## src/rtl/audio_fx_pkg.sv

```systemverilog
// Shared definitions for the audio effect sequencer.
// Holds the default sizing parameters, the sequencer FSM state encoding
// and a small width helper used for counters and indices.
package audio_fx_pkg;

  localparam int unsigned DATA_WIDTH_DEF     = 16;
  localparam int unsigned NUM_EFFECTS_DEF    = 4;
  localparam int unsigned TIMEOUT_CYCLES_DEF = 900;

  typedef enum logic [1:0] {
    ST_IDLE      = 2'd0,
    ST_SELECT    = 2'd1,
    ST_WAIT_DONE = 2'd2
  } seq_state_t;

  // Bits needed to represent values 0..n-1, never less than one bit.
  function automatic int unsigned width_for(input int unsigned n);
    return (n > 1) ? $clog2(n) : 1;
  endfunction

endpackage

```

## src/rtl/effect_sequencer_if.sv

```systemverilog
// Effect-slot bus between the sequencer (master) and the effect units (slave).
//   fx_cs       : per-slot chip select
//   fx_my_turn  : one-hot grant to the slot currently processing
//   fx_data_in  : shared sample bus driven to every slot
//   fx_done     : per-slot completion pulse
//   fx_data_out : packed per-slot results, slot k at [k*DATA_WIDTH +: DATA_WIDTH]
interface effect_sequencer_if
  import audio_fx_pkg::*;
#(
  parameter int unsigned DATA_WIDTH  = DATA_WIDTH_DEF,
  parameter int unsigned NUM_EFFECTS = NUM_EFFECTS_DEF
);
  logic [NUM_EFFECTS-1:0]            fx_cs;
  logic [NUM_EFFECTS-1:0]            fx_my_turn;
  logic [DATA_WIDTH-1:0]             fx_data_in;
  logic [NUM_EFFECTS-1:0]            fx_done;
  logic [NUM_EFFECTS*DATA_WIDTH-1:0] fx_data_out;

  modport master (
    output fx_cs, fx_my_turn, fx_data_in,
    input  fx_done, fx_data_out
  );

  modport slave (
    input  fx_cs, fx_my_turn, fx_data_in,
    output fx_done, fx_data_out
  );
endinterface

```

## src/rtl/fx_watchdog.sv

```systemverilog
// Per-slot watchdog for the effect sequencer.
//   clk, rst : clock, synchronous active-high reset
//   start    : arm and restart the count from zero
//   done     : disarm (slot finished or bypassed)
//   expired  : armed and the count has reached TIMEOUT_CYCLES-1
// The counter saturates at its all-ones value and never wraps.
module fx_watchdog
  import audio_fx_pkg::*;
#(
  parameter int unsigned TIMEOUT_CYCLES = TIMEOUT_CYCLES_DEF
) (
  input  logic clk,
  input  logic rst,
  input  logic start,
  input  logic done,
  output logic expired
);
  localparam int unsigned   TW   = width_for(TIMEOUT_CYCLES);
  localparam logic [TW-1:0] LAST = TW'(TIMEOUT_CYCLES - 1);

  logic [TW-1:0] r_timer;
  logic          r_armed;

  always_ff @(posedge clk) begin
    if (rst) begin
      r_timer <= '0;
      r_armed <= 1'b0;
    end else if (start) begin
      r_timer <= '0;
      r_armed <= 1'b1;
    end else if (done) begin
      r_armed <= 1'b0;
    end else if (r_armed && (r_timer != '1)) begin
      r_timer <= r_timer + TW'(1);
    end
  end

  assign expired = r_armed && (r_timer == LAST);
endmodule

```

## src/rtl/effect_sequencer.sv

```systemverilog
// Audio effect chain sequencer.
// Each accepted codec sample is walked through the enabled effect slots in
// order (slot 0 first). An enabled slot is granted the shared bus and the
// sequencer waits for its done pulse or for the watchdog; a timed-out slot
// is bypassed and flagged. The final value leaves on sample_out.
//   clk, rst          : clock, synchronous active-high reset
//   sample_in/_valid  : codec input sample and one-cycle strobe
//   fx_enable         : per-slot enables, snapshotted per sample
//   fx                : effect-slot bus (master side)
//   sample_out/_valid : processed sample and one-cycle strobe
//   flags_clear       : clears the sticky flags
//   overrun           : sticky, a sample arrived while busy and was dropped
//   timeout_flags     : sticky, per-slot watchdog expiry
module effect_sequencer
  import audio_fx_pkg::*;
#(
  parameter int unsigned DATA_WIDTH     = DATA_WIDTH_DEF,
  parameter int unsigned NUM_EFFECTS    = NUM_EFFECTS_DEF,
  parameter int unsigned TIMEOUT_CYCLES = TIMEOUT_CYCLES_DEF
) (
  input  logic                   clk,
  input  logic                   rst,
  input  logic [DATA_WIDTH-1:0]  sample_in,
  input  logic                   sample_valid,
  input  logic [NUM_EFFECTS-1:0] fx_enable,
  effect_sequencer_if.master     fx,
  output logic [DATA_WIDTH-1:0]  sample_out,
  output logic                   sample_out_valid,
  input  logic                   flags_clear,
  output logic                   overrun,
  output logic [NUM_EFFECTS-1:0] timeout_flags
);
  // idx must reach NUM_EFFECTS to mark the end of the chain
  localparam int unsigned IW = width_for(NUM_EFFECTS + 1);

  seq_state_t             r_state,   w_state_nxt;
  logic [IW-1:0]          r_idx,     w_idx_nxt;
  logic [DATA_WIDTH-1:0]  r_work,    w_work_nxt;
  logic [NUM_EFFECTS-1:0] r_en_snap, w_en_nxt;
  logic [NUM_EFFECTS-1:0] r_my_turn, w_turn_nxt;
  logic [DATA_WIDTH-1:0]  r_sample_out, w_out_nxt;
  logic                   r_out_valid,  w_out_valid_nxt;
  logic                   r_overrun;
  logic [NUM_EFFECTS-1:0] r_timeout;

  logic                   w_slot_en;
  logic                   w_slot_done;
  logic [DATA_WIDTH-1:0]  w_slot_data;
  logic [NUM_EFFECTS-1:0] w_slot_hot;
  logic                   w_wd_start;
  logic                   w_wd_done;
  logic                   w_expired;
  logic                   w_overrun_set;
  logic [NUM_EFFECTS-1:0] w_to_set;

  fx_watchdog #(
    .TIMEOUT_CYCLES(TIMEOUT_CYCLES)
  ) u_watchdog (
    .clk    (clk),
    .rst    (rst),
    .start  (w_wd_start),
    .done   (w_wd_done),
    .expired(w_expired)
  );

  // Decode the slot addressed by idx; idx == NUM_EFFECTS selects nothing.
  always_comb begin
    w_slot_en   = 1'b0;
    w_slot_done = 1'b0;
    w_slot_data = '0;
    w_slot_hot  = '0;
    for (int unsigned k = 0; k < NUM_EFFECTS; k++) begin
      if (r_idx == IW'(k)) begin
        w_slot_en     = r_en_snap[k];
        w_slot_done   = fx.fx_done[k];
        w_slot_data   = fx.fx_data_out[k*DATA_WIDTH +: DATA_WIDTH];
        w_slot_hot[k] = 1'b1;
      end
    end
  end

  always_comb begin
    w_state_nxt     = r_state;
    w_idx_nxt       = r_idx;
    w_work_nxt      = r_work;
    w_en_nxt        = r_en_snap;
    w_turn_nxt      = r_my_turn;
    w_out_nxt       = r_sample_out;
    w_out_valid_nxt = 1'b0;
    w_wd_start      = 1'b0;
    w_wd_done       = 1'b0;
    w_to_set        = '0;
    unique case (r_state)
      ST_IDLE: begin
        if (sample_valid) begin
          w_work_nxt  = sample_in;
          w_en_nxt    = fx_enable;
          w_idx_nxt   = '0;
          w_state_nxt = ST_SELECT;
        end
      end
      ST_SELECT: begin
        if (r_idx == IW'(NUM_EFFECTS)) begin
          w_out_nxt       = r_work;
          w_out_valid_nxt = 1'b1;
          w_state_nxt     = ST_IDLE;
        end else if (w_slot_en) begin
          w_turn_nxt  = w_slot_hot;
          w_wd_start  = 1'b1;
          w_state_nxt = ST_WAIT_DONE;
        end else begin
          w_idx_nxt = r_idx + IW'(1);
        end
      end
      ST_WAIT_DONE: begin
        // A done pulse in the expiry cycle still delivers the result.
        if (w_slot_done) begin
          w_work_nxt  = w_slot_data;
          w_turn_nxt  = '0;
          w_idx_nxt   = r_idx + IW'(1);
          w_wd_done   = 1'b1;
          w_state_nxt = ST_SELECT;
        end else if (w_expired) begin
          w_to_set    = w_slot_hot;
          w_turn_nxt  = '0;
          w_idx_nxt   = r_idx + IW'(1);
          w_wd_done   = 1'b1;
          w_state_nxt = ST_SELECT;
        end
      end
      default: w_state_nxt = ST_IDLE;
    endcase
  end

  assign w_overrun_set = sample_valid && (r_state != ST_IDLE);

  always_ff @(posedge clk) begin
    if (rst) begin
      r_state      <= ST_IDLE;
      r_idx        <= '0;
      r_work       <= '0;
      r_en_snap    <= '0;
      r_my_turn    <= '0;
      r_sample_out <= '0;
      r_out_valid  <= 1'b0;
      r_overrun    <= 1'b0;
      r_timeout    <= '0;
    end else begin
      r_state      <= w_state_nxt;
      r_idx        <= w_idx_nxt;
      r_work       <= w_work_nxt;
      r_en_snap    <= w_en_nxt;
      r_my_turn    <= w_turn_nxt;
      r_sample_out <= w_out_nxt;
      r_out_valid  <= w_out_valid_nxt;
      // set events take priority over a same-cycle clear
      r_overrun    <= (flags_clear ? 1'b0 : r_overrun) | w_overrun_set;
      r_timeout    <= (flags_clear ? '0 : r_timeout) | w_to_set;
    end
  end

  assign fx.fx_data_in   = r_work;
  assign fx.fx_my_turn   = r_my_turn;
  assign fx.fx_cs        = (r_state == ST_IDLE) ? fx_enable : r_en_snap;
  assign sample_out       = r_sample_out;
  assign sample_out_valid = r_out_valid;
  assign overrun          = r_overrun;
  assign timeout_flags    = r_timeout;
endmodule
```

## src/flat_wrapper.sv

```systemverilog
// flat-port wrapper written by rule: the top's interface ports become plain ports
module effect_sequencer_flat import audio_fx_pkg::*;
#(
  parameter int unsigned DATA_WIDTH     = DATA_WIDTH_DEF,
  parameter int unsigned NUM_EFFECTS    = NUM_EFFECTS_DEF,
  parameter int unsigned TIMEOUT_CYCLES = TIMEOUT_CYCLES_DEF
)
  (clk, rst, sample_in, sample_valid, fx_enable, sample_out, sample_out_valid, flags_clear, overrun, timeout_flags, fx_fx_cs, fx_fx_my_turn, fx_fx_data_in, fx_fx_done, fx_fx_data_out);
  effect_sequencer_if #(.DATA_WIDTH(DATA_WIDTH), .NUM_EFFECTS(NUM_EFFECTS)) fx_i ();
  input  logic clk;
  input  logic rst;
  input  logic [DATA_WIDTH-1:0] sample_in;
  input  logic sample_valid;
  input  logic [NUM_EFFECTS-1:0] fx_enable;
  output logic [DATA_WIDTH-1:0] sample_out;
  output logic sample_out_valid;
  input  logic flags_clear;
  output logic overrun;
  output logic [NUM_EFFECTS-1:0] timeout_flags;
  output wire logic [$bits(fx_i.fx_cs)-1:0] fx_fx_cs;
  output wire logic [$bits(fx_i.fx_my_turn)-1:0] fx_fx_my_turn;
  output wire logic [$bits(fx_i.fx_data_in)-1:0] fx_fx_data_in;
  input wire logic [$bits(fx_i.fx_done)-1:0] fx_fx_done;
  input wire logic [$bits(fx_i.fx_data_out)-1:0] fx_fx_data_out;
  assign fx_fx_cs = fx_i.fx_cs;
  assign fx_fx_my_turn = fx_i.fx_my_turn;
  assign fx_fx_data_in = fx_i.fx_data_in;
  assign fx_i.fx_done = fx_fx_done;
  assign fx_i.fx_data_out = fx_fx_data_out;
  effect_sequencer #(.DATA_WIDTH(DATA_WIDTH), .NUM_EFFECTS(NUM_EFFECTS), .TIMEOUT_CYCLES(TIMEOUT_CYCLES)) u_core (.clk(clk), .rst(rst), .sample_in(sample_in), .sample_valid(sample_valid), .fx_enable(fx_enable), .fx(fx_i), .sample_out(sample_out), .sample_out_valid(sample_out_valid), .flags_clear(flags_clear), .overrun(overrun), .timeout_flags(timeout_flags));
endmodule
```

## config.mk

```make
export PLATFORM = sky130hd
export DESIGN_NAME = effect_sequencer_flat
export DESIGN_NICKNAME = d
export VERILOG_FILES = /design/src/rtl/audio_fx_pkg.sv /design/src/rtl/effect_sequencer_if.sv /design/src/rtl/fx_watchdog.sv /design/src/rtl/effect_sequencer.sv /design/src/flat_wrapper.sv
export SDC_FILE = /design/constraint.sdc
export NUM_CORES = 1
export LEC_CHECK = 0
export ABC_AREA = 1
export CORE_MARGIN = 2
export CORE_UTILIZATION = 41
export DETAILED_ROUTE_END_ITERATION = 8
export PLACE_DENSITY = 0.78
export SYNTH_ARGS = -nofsm -noshare
export SYNTH_HDL_FRONTEND = slang
export SYNTH_SLANG_ARGS = --single-unit
```

## constraint.sdc

```tcl
create_clock -name clk -period 1.7 [get_ports clk]
set_input_delay 0.255 -clock clk [delete_from_list [all_inputs] [get_ports clk]]
set_output_delay 0.255 -clock clk [all_outputs]
set_load 0.01 [all_outputs]
```

==> Word-level counts from Yosys, hierarchy flattened <==
Index checks and enable logic that the tools add are counted.
{ "totals": {"word_cells": 102, "register_bits": 62, "in_bits": 92, "output_inout_bits": 46} }
{ "classes": {"n_bitwise": 4, "n_eq_ne": 15, "addsub": 2, "reduce_logical": 19, "n_mux": 51} }
{ "ops": {"columns": ["operator", "n"], "rows": [
  ["$mux 16", 6],
  ["$mux 4", 9],
  ["$pmux 16 s2", 1],
  ["$mux 1", 22],
  ["$mux 3", 5],
  ["$add 10x1->10 const B", 1],
  ["$eq 10x10->1 const B", 1],
  ["$mux 2", 5],
  ["$ne 10x10->1 const B", 1],
  ["$pmux 3 s3", 1],
  ["$pmux 4 s2", 1],
  ["$reduce_bool 2->1", 4],
  ["$eq 3x2->1 const B", 2],
  ["$ne 2x2->1 const B", 3],
  ["$pmux 2 s3", 1],
  ["$reduce_and 2->1", 3],
  ["$reduce_and 3->1", 2],
  ["$reduce_and 5->1", 1],
  ["$ne 2x1->1 const B", 2],
  ["$or 4x4->4", 1],
  ["$reduce_and 4->1", 1],
  ["$reduce_or 2->1", 2],
  ["$add 3x1->3 const B", 1],
  ["$eq 3x1->1 const B", 1],
  ["other kinds (11)", 14]
]} }

==> Depth between registers and ports, before layout <==
{ "logic_depth": {"depth_word": 9, "depth_mapped": 14, "ltp_nobuf": 13} }

==> Cells and area by module <==
Synthesis repeated with hierarchy kept, for this count alone.
{ "hier_totals": {"cells_unflattened": 568, "hier_area_um2": 3721.1} }
{ "modules_own_cells": {"columns": ["module", "area_per_inst_um2", "seq_area_each_um2", "cells_each", "n_inst"], "rows": [
  ["effect_sequencer", 3111.7, 1021.0, 479, 1],
  ["fx_watchdog", 609.3, 220.2, 89, 1]
]} }

==> Worst setup path after synthesis <==
Ideal clock, no wire load.
{ "synth_path": {"path_kind": "register to register", "from": "register u_core.r_idx[0]", "to": "register u_core.r_work[0] (netlist: u_core.fx.fx_data_in[0])", "setup_slack_ns": -0.034, "t_arrival_ns": 1.623, "synth_period_minus_slack_ns": 1.734, "n_path_buf": 1, "stages_incl_launch_ff": 15, "setup_ns": 0.111, "path_cell_list": "dfxtp_1 > inv_1 > ha_1 > inv_1 > nor2_4 > nand2_1 > nand2_1 > inv_1 > nand2_2 > nand2_2 > o21ai_4 > buf_6 > nand2_1 > nand2_1 > nor2_1"} }
{ "synth_between": {"elab_chain_cells": 7, "elab_cells_between_ends": 16, "classes_between": "4 x eq/ne; 10 x mux; 2 x reduce/logical"} }
{ "synth_rtl": {"columns": ["element", "line_no", "rtl"], "rows": [
  ["from (decl)", "effect_sequencer.sv:37", "logic [IW-1:0] r_idx, w_idx_nxt;"],
  ["from (signal assigned)", "effect_sequencer.sv:150", "r_idx <= w_idx_nxt;"],
  ["$logic_not 3->1", "effect_sequencer.sv:73", "if (r_idx == IW'(k)) begin"],
  ["$mux 16 / $mux 1 (equally long branches) (4 in a row)", "effect_sequencer.sv:73", null],
  ["$mux 16 / $ne 2x1->1 (equally long branches)", null, null],
  ["$pmux 16 s2 / $reduce_and 3->1 (equally long branches)", null, null],
  ["to (signal assigned)", "effect_sequencer.sv:151", "r_work <= w_work_nxt;"],
  ["to (decl)", "effect_sequencer.sv:38", "logic [DATA_WIDTH-1:0] r_work, w_work_nxt;"]
]} }
Several ways; a longest one is shown, not always the timed one. The select of a mux whose other input is x is not followed.
A chain may end at the register's enable or synchronous reset.

==> Worst setup path in the final report <==
{ "layout_path": {"from": "register u_core.r_idx[0]", "to": "register u_core.r_work[9] (netlist: u_core.fx.fx_data_in[9])"} }
The elaborated chain is that of the path after synthesis.

==> out/qor.txt <==
1st-iter DRT viols -> 344
I/O Pins -> 138
Root Driver -> clkbuf_8
Total number of vias -> 4,601
Slew HR -> 69.2%
Commonest non-fill, non-tap cells in the layout -> nand2_1, clkdlybuf4s50_1, nor2_1, dfxtp_1, nand3_1
Layout cells sized above 1 -> 18.6%
CTS tree -> built
Ys async rst share -> 0%
Final HPWL DP -> 9100 um
Largest net degree at the start of global routing -> 37
Clock share of power -> 15.2%
Synth Warn # -> 0
Failing checks -> negative setup slack
Synthesis-stage register bit count -> 62
Routed wire length -> 13,200 um
Worst VDD drop -> 0.000754 V
Post-synth top area cell -> dfxtp_1
Synth top area cells -> dfxtp_1, nand2_1, nor2_1
Max-cap violations -> 0
DP Area -> 0.00540 mm2
Worst min path class -> register to register
Post-route ant nets -> 0
WP data required -> 1.94 ns
Core ar. -> 0.00881 mm2
# nets final -> 881
CP peak stage delay -> 0.39 ns
Synthesized Nets -> 718
Post-Layout Inst Area -> 0.00605 mm2
Initial antenna violation count -> 0
Skew final -> 0.00912 ns
CTS max path bufs -> 2
Fin crit share -> 103%
Syn-to-layout area delta -> 61.4%
GRT Util Overall -> 25.5%
Total CTS buffers -> 9
Hold buffer count at cts -> 0
Synthesized instance count -> 617
Row Count -> 34
Cell-internal power -> 4.36 mW
Ant diodes -> 0
Max FO, Critical Path -> 8
WP data arrival -> 2.00 ns
Seq pwr share -> 26.5%
Status -> finished, violations left
Setup Crit Path Kind -> register to register
CP top delay family -> simple AND/OR/NAND/NOR gates
Commonest non-fill, non-tap cell in the layout -> nand2_1
Post-synth EDFFs -> 0
CP max-delay cell -> dfxtp_4
Die Y -> 99.7 um
Peak Freq -> 0.569 GHz
DRC -> 0
Main synth FF type -> dfxtp_1
Initial DRT Pass Iterations -> 5
Tmin final -> 1.76 ns
Worst-Skew Late Latency -> 0.34 ns
Post-synth top area share -> 33.1%
# setup viols final -> 21
Die Area -> 0.00993 mm2
Pleak -> 2.57 nW
WP buf/inv -> 3
PD cells -> 1270 mW/mm2
First-pass GRT wire length -> 20,200 um
Dpl cells -> 863
Pins Over Slew Limit -> 0
GRT Residual Overflow -> 0
Worst setup SP type -> register
CP Capture Type -> register
Net switching power -> 3.32 mW
Fin. Hold Viols -> 0
Worst-Margin Slew -> 0.457 ns
RSZ-0062 raised after global routing -> true
CP cell instances -> inv_4 -> ha_4 -> inv_2 -> nor2_4 -> nand2_2 -> nand3_2 -> nand2_4 -> nand2_4 -> o21ai_4 -> buf_6 -> nand2_1 -> nand2_1 -> nor2_1
Die width -> 99.7 um
Sink Count -> 62
Final setup margin -> -0.0560 ns
PortBufs -> 137
GP Congestion -> 0.929
Vias in the first global route -> 4,255
TNS Setup -> -0.737 ns
Final std cells w/o fill -> 893
Via density -> 5.15
Syn_area_per_cell -> 6.08 um2
Synth unique cells -> 29
H-tree depth -> 3
Syn Std Cell Area -> 0.00375 mm2
Clock transition at path regs -> 0.07 ns
Logic pwr share -> 58.2%
Register area share after synthesis -> 33.1%
Wirelength per Cell -> 14.7 um
Starting density of the core -> 42.6%
Net Sw Frac -> 43.2%
## tightest hold or removal path: cells and delay by family (launching register included)
kind	cells	cell delay [ns]
flip-flops	1	0.31
AND/OR/NAND/NOR	1	0.06
AO/OA/AOI/OAI	1	0.05
## synthesized netlist by cell type (2+ instances only)
cell type  instances
ha_1               9
clkinv_1           2
nor2_2             2
inv_1             50
buf_1              2
nand2_1          225
nand3_2            3
a21oi_1           41
nand3_1           52
xnor2_1            2
buf_6              4
nor2_1            82
nand4_1            9
clkbuf_1          18
nand2_2            4
nand3b_1           2
o21ai_0           27
nor3_1             3
buf_2              4
xor2_1             6
dfxtp_1           62
## per-layer routing
metal / GRT usage, % / up-vias / share of wire, %
li1: - / 2277 / -
met1: 31.9 / 2103 / 41
met2: 42.9 / 195 / 50
met3: 5.90 / 26 / 6.8
met4: 9.48 / 0 / 2.3
met5: 0 / - / 0
## flip-flops by register name, indices dropped and copies added (netlist names)
name / count
u_core.r_en_snap: 4
u_core.sample_out: 16
u_core.r_state: 2
u_core.timeout_flags: 4
u_core.u_watchdog.r_armed: 1
u_core.u_watchdog.r_timer: 10
u_core.fx.fx_my_turn: 4
u_core.overrun: 1
u_core.fx.fx_data_in: 16
u_core.sample_out_valid: 1
u_core.r_idx: 3
## path summary, 6_finish.rpt
path | from | to | slack [ns] | cells after the start
max reg2reg | u_core.r_idx[0]$_SDFFE_PP0P_ | u_core.fx.fx_data_in[9]$_SDFFE_PP0P_ | -0.06 | 13
min reg2reg | u_core.sample_out[10]$_SDFFE_PP0P_ | u_core.sample_out[10]$_SDFFE_PP0P_ | 0.46 | 2
min | u_core.sample_out[10]$_SDFFE_PP0P_ | u_core.sample_out[10]$_SDFFE_PP0P_ | 0.46 | 2
max | u_core.r_idx[0]$_SDFFE_PP0P_ | u_core.fx.fx_data_in[9]$_SDFFE_PP0P_ | -0.06 | 13
## metrics by stage
| stage | total power [mW] | hold WS [ns] | util (%) | setup slack (ns) |
|---|---|---|---|---|
| after floorplan | 4.13 | 0.398 | - | 0.000614 |
| after global placement | 5.45 | 0.449 | 61.4 | -0.0450 |
| after detailed placement | 5.56 | 0.454 | 61.4 | -0.148 |
| after CTS | 7.31 | 0.465 | 66.2 | -0.00768 |
| after global routing | 8.21 | 0.488 | 68.8 | -0.130 |
| final | 7.68 | 0.465 | 68.8 | -0.0560 |
## kinds of logic after synthesis
kind of cell    Yosys count  share of synthesized area [%]
simple gates            386                           43.1
buf+inv                  82                           9.24
flops                    62                           33.1
compound gates           70                           9.67
fa+ha+maj                 9                           3.00
xor+xnor                  8                           1.87
## area by class of cell
cell class | instances | area (um2)
clock buffer | 11 | 141
clock inverter | 5 | 33.8
fill | 713 | 2750
inverter | 53 | 208
multi-input combinational | 473 | 2450
sequential | 62 | 1250
tap | 108 | 135
timing repair buffer | 181 | 1840
## repair_timing
item / 4_1_cts / 5_1_grt
endpoints found under the setup margin: 43 / 44
resized for setup: 55 / 76
cloned: 2 / 4
pin swaps: 10 / 29
setup buffers: 7 / 4
## power groups by stage
stage	clock network, mW	logic (mW)	registers, mW
floorplan	0	2.08	2.05
global placement	0	3.44	2.01
detailed placement	0	3.54	2.02
CTS	1.19	4.12	2.00
global route	1.27	4.87	2.06
finish	1.17	4.47	2.04
No activity file was read; power rests on OpenSTA's default activity.
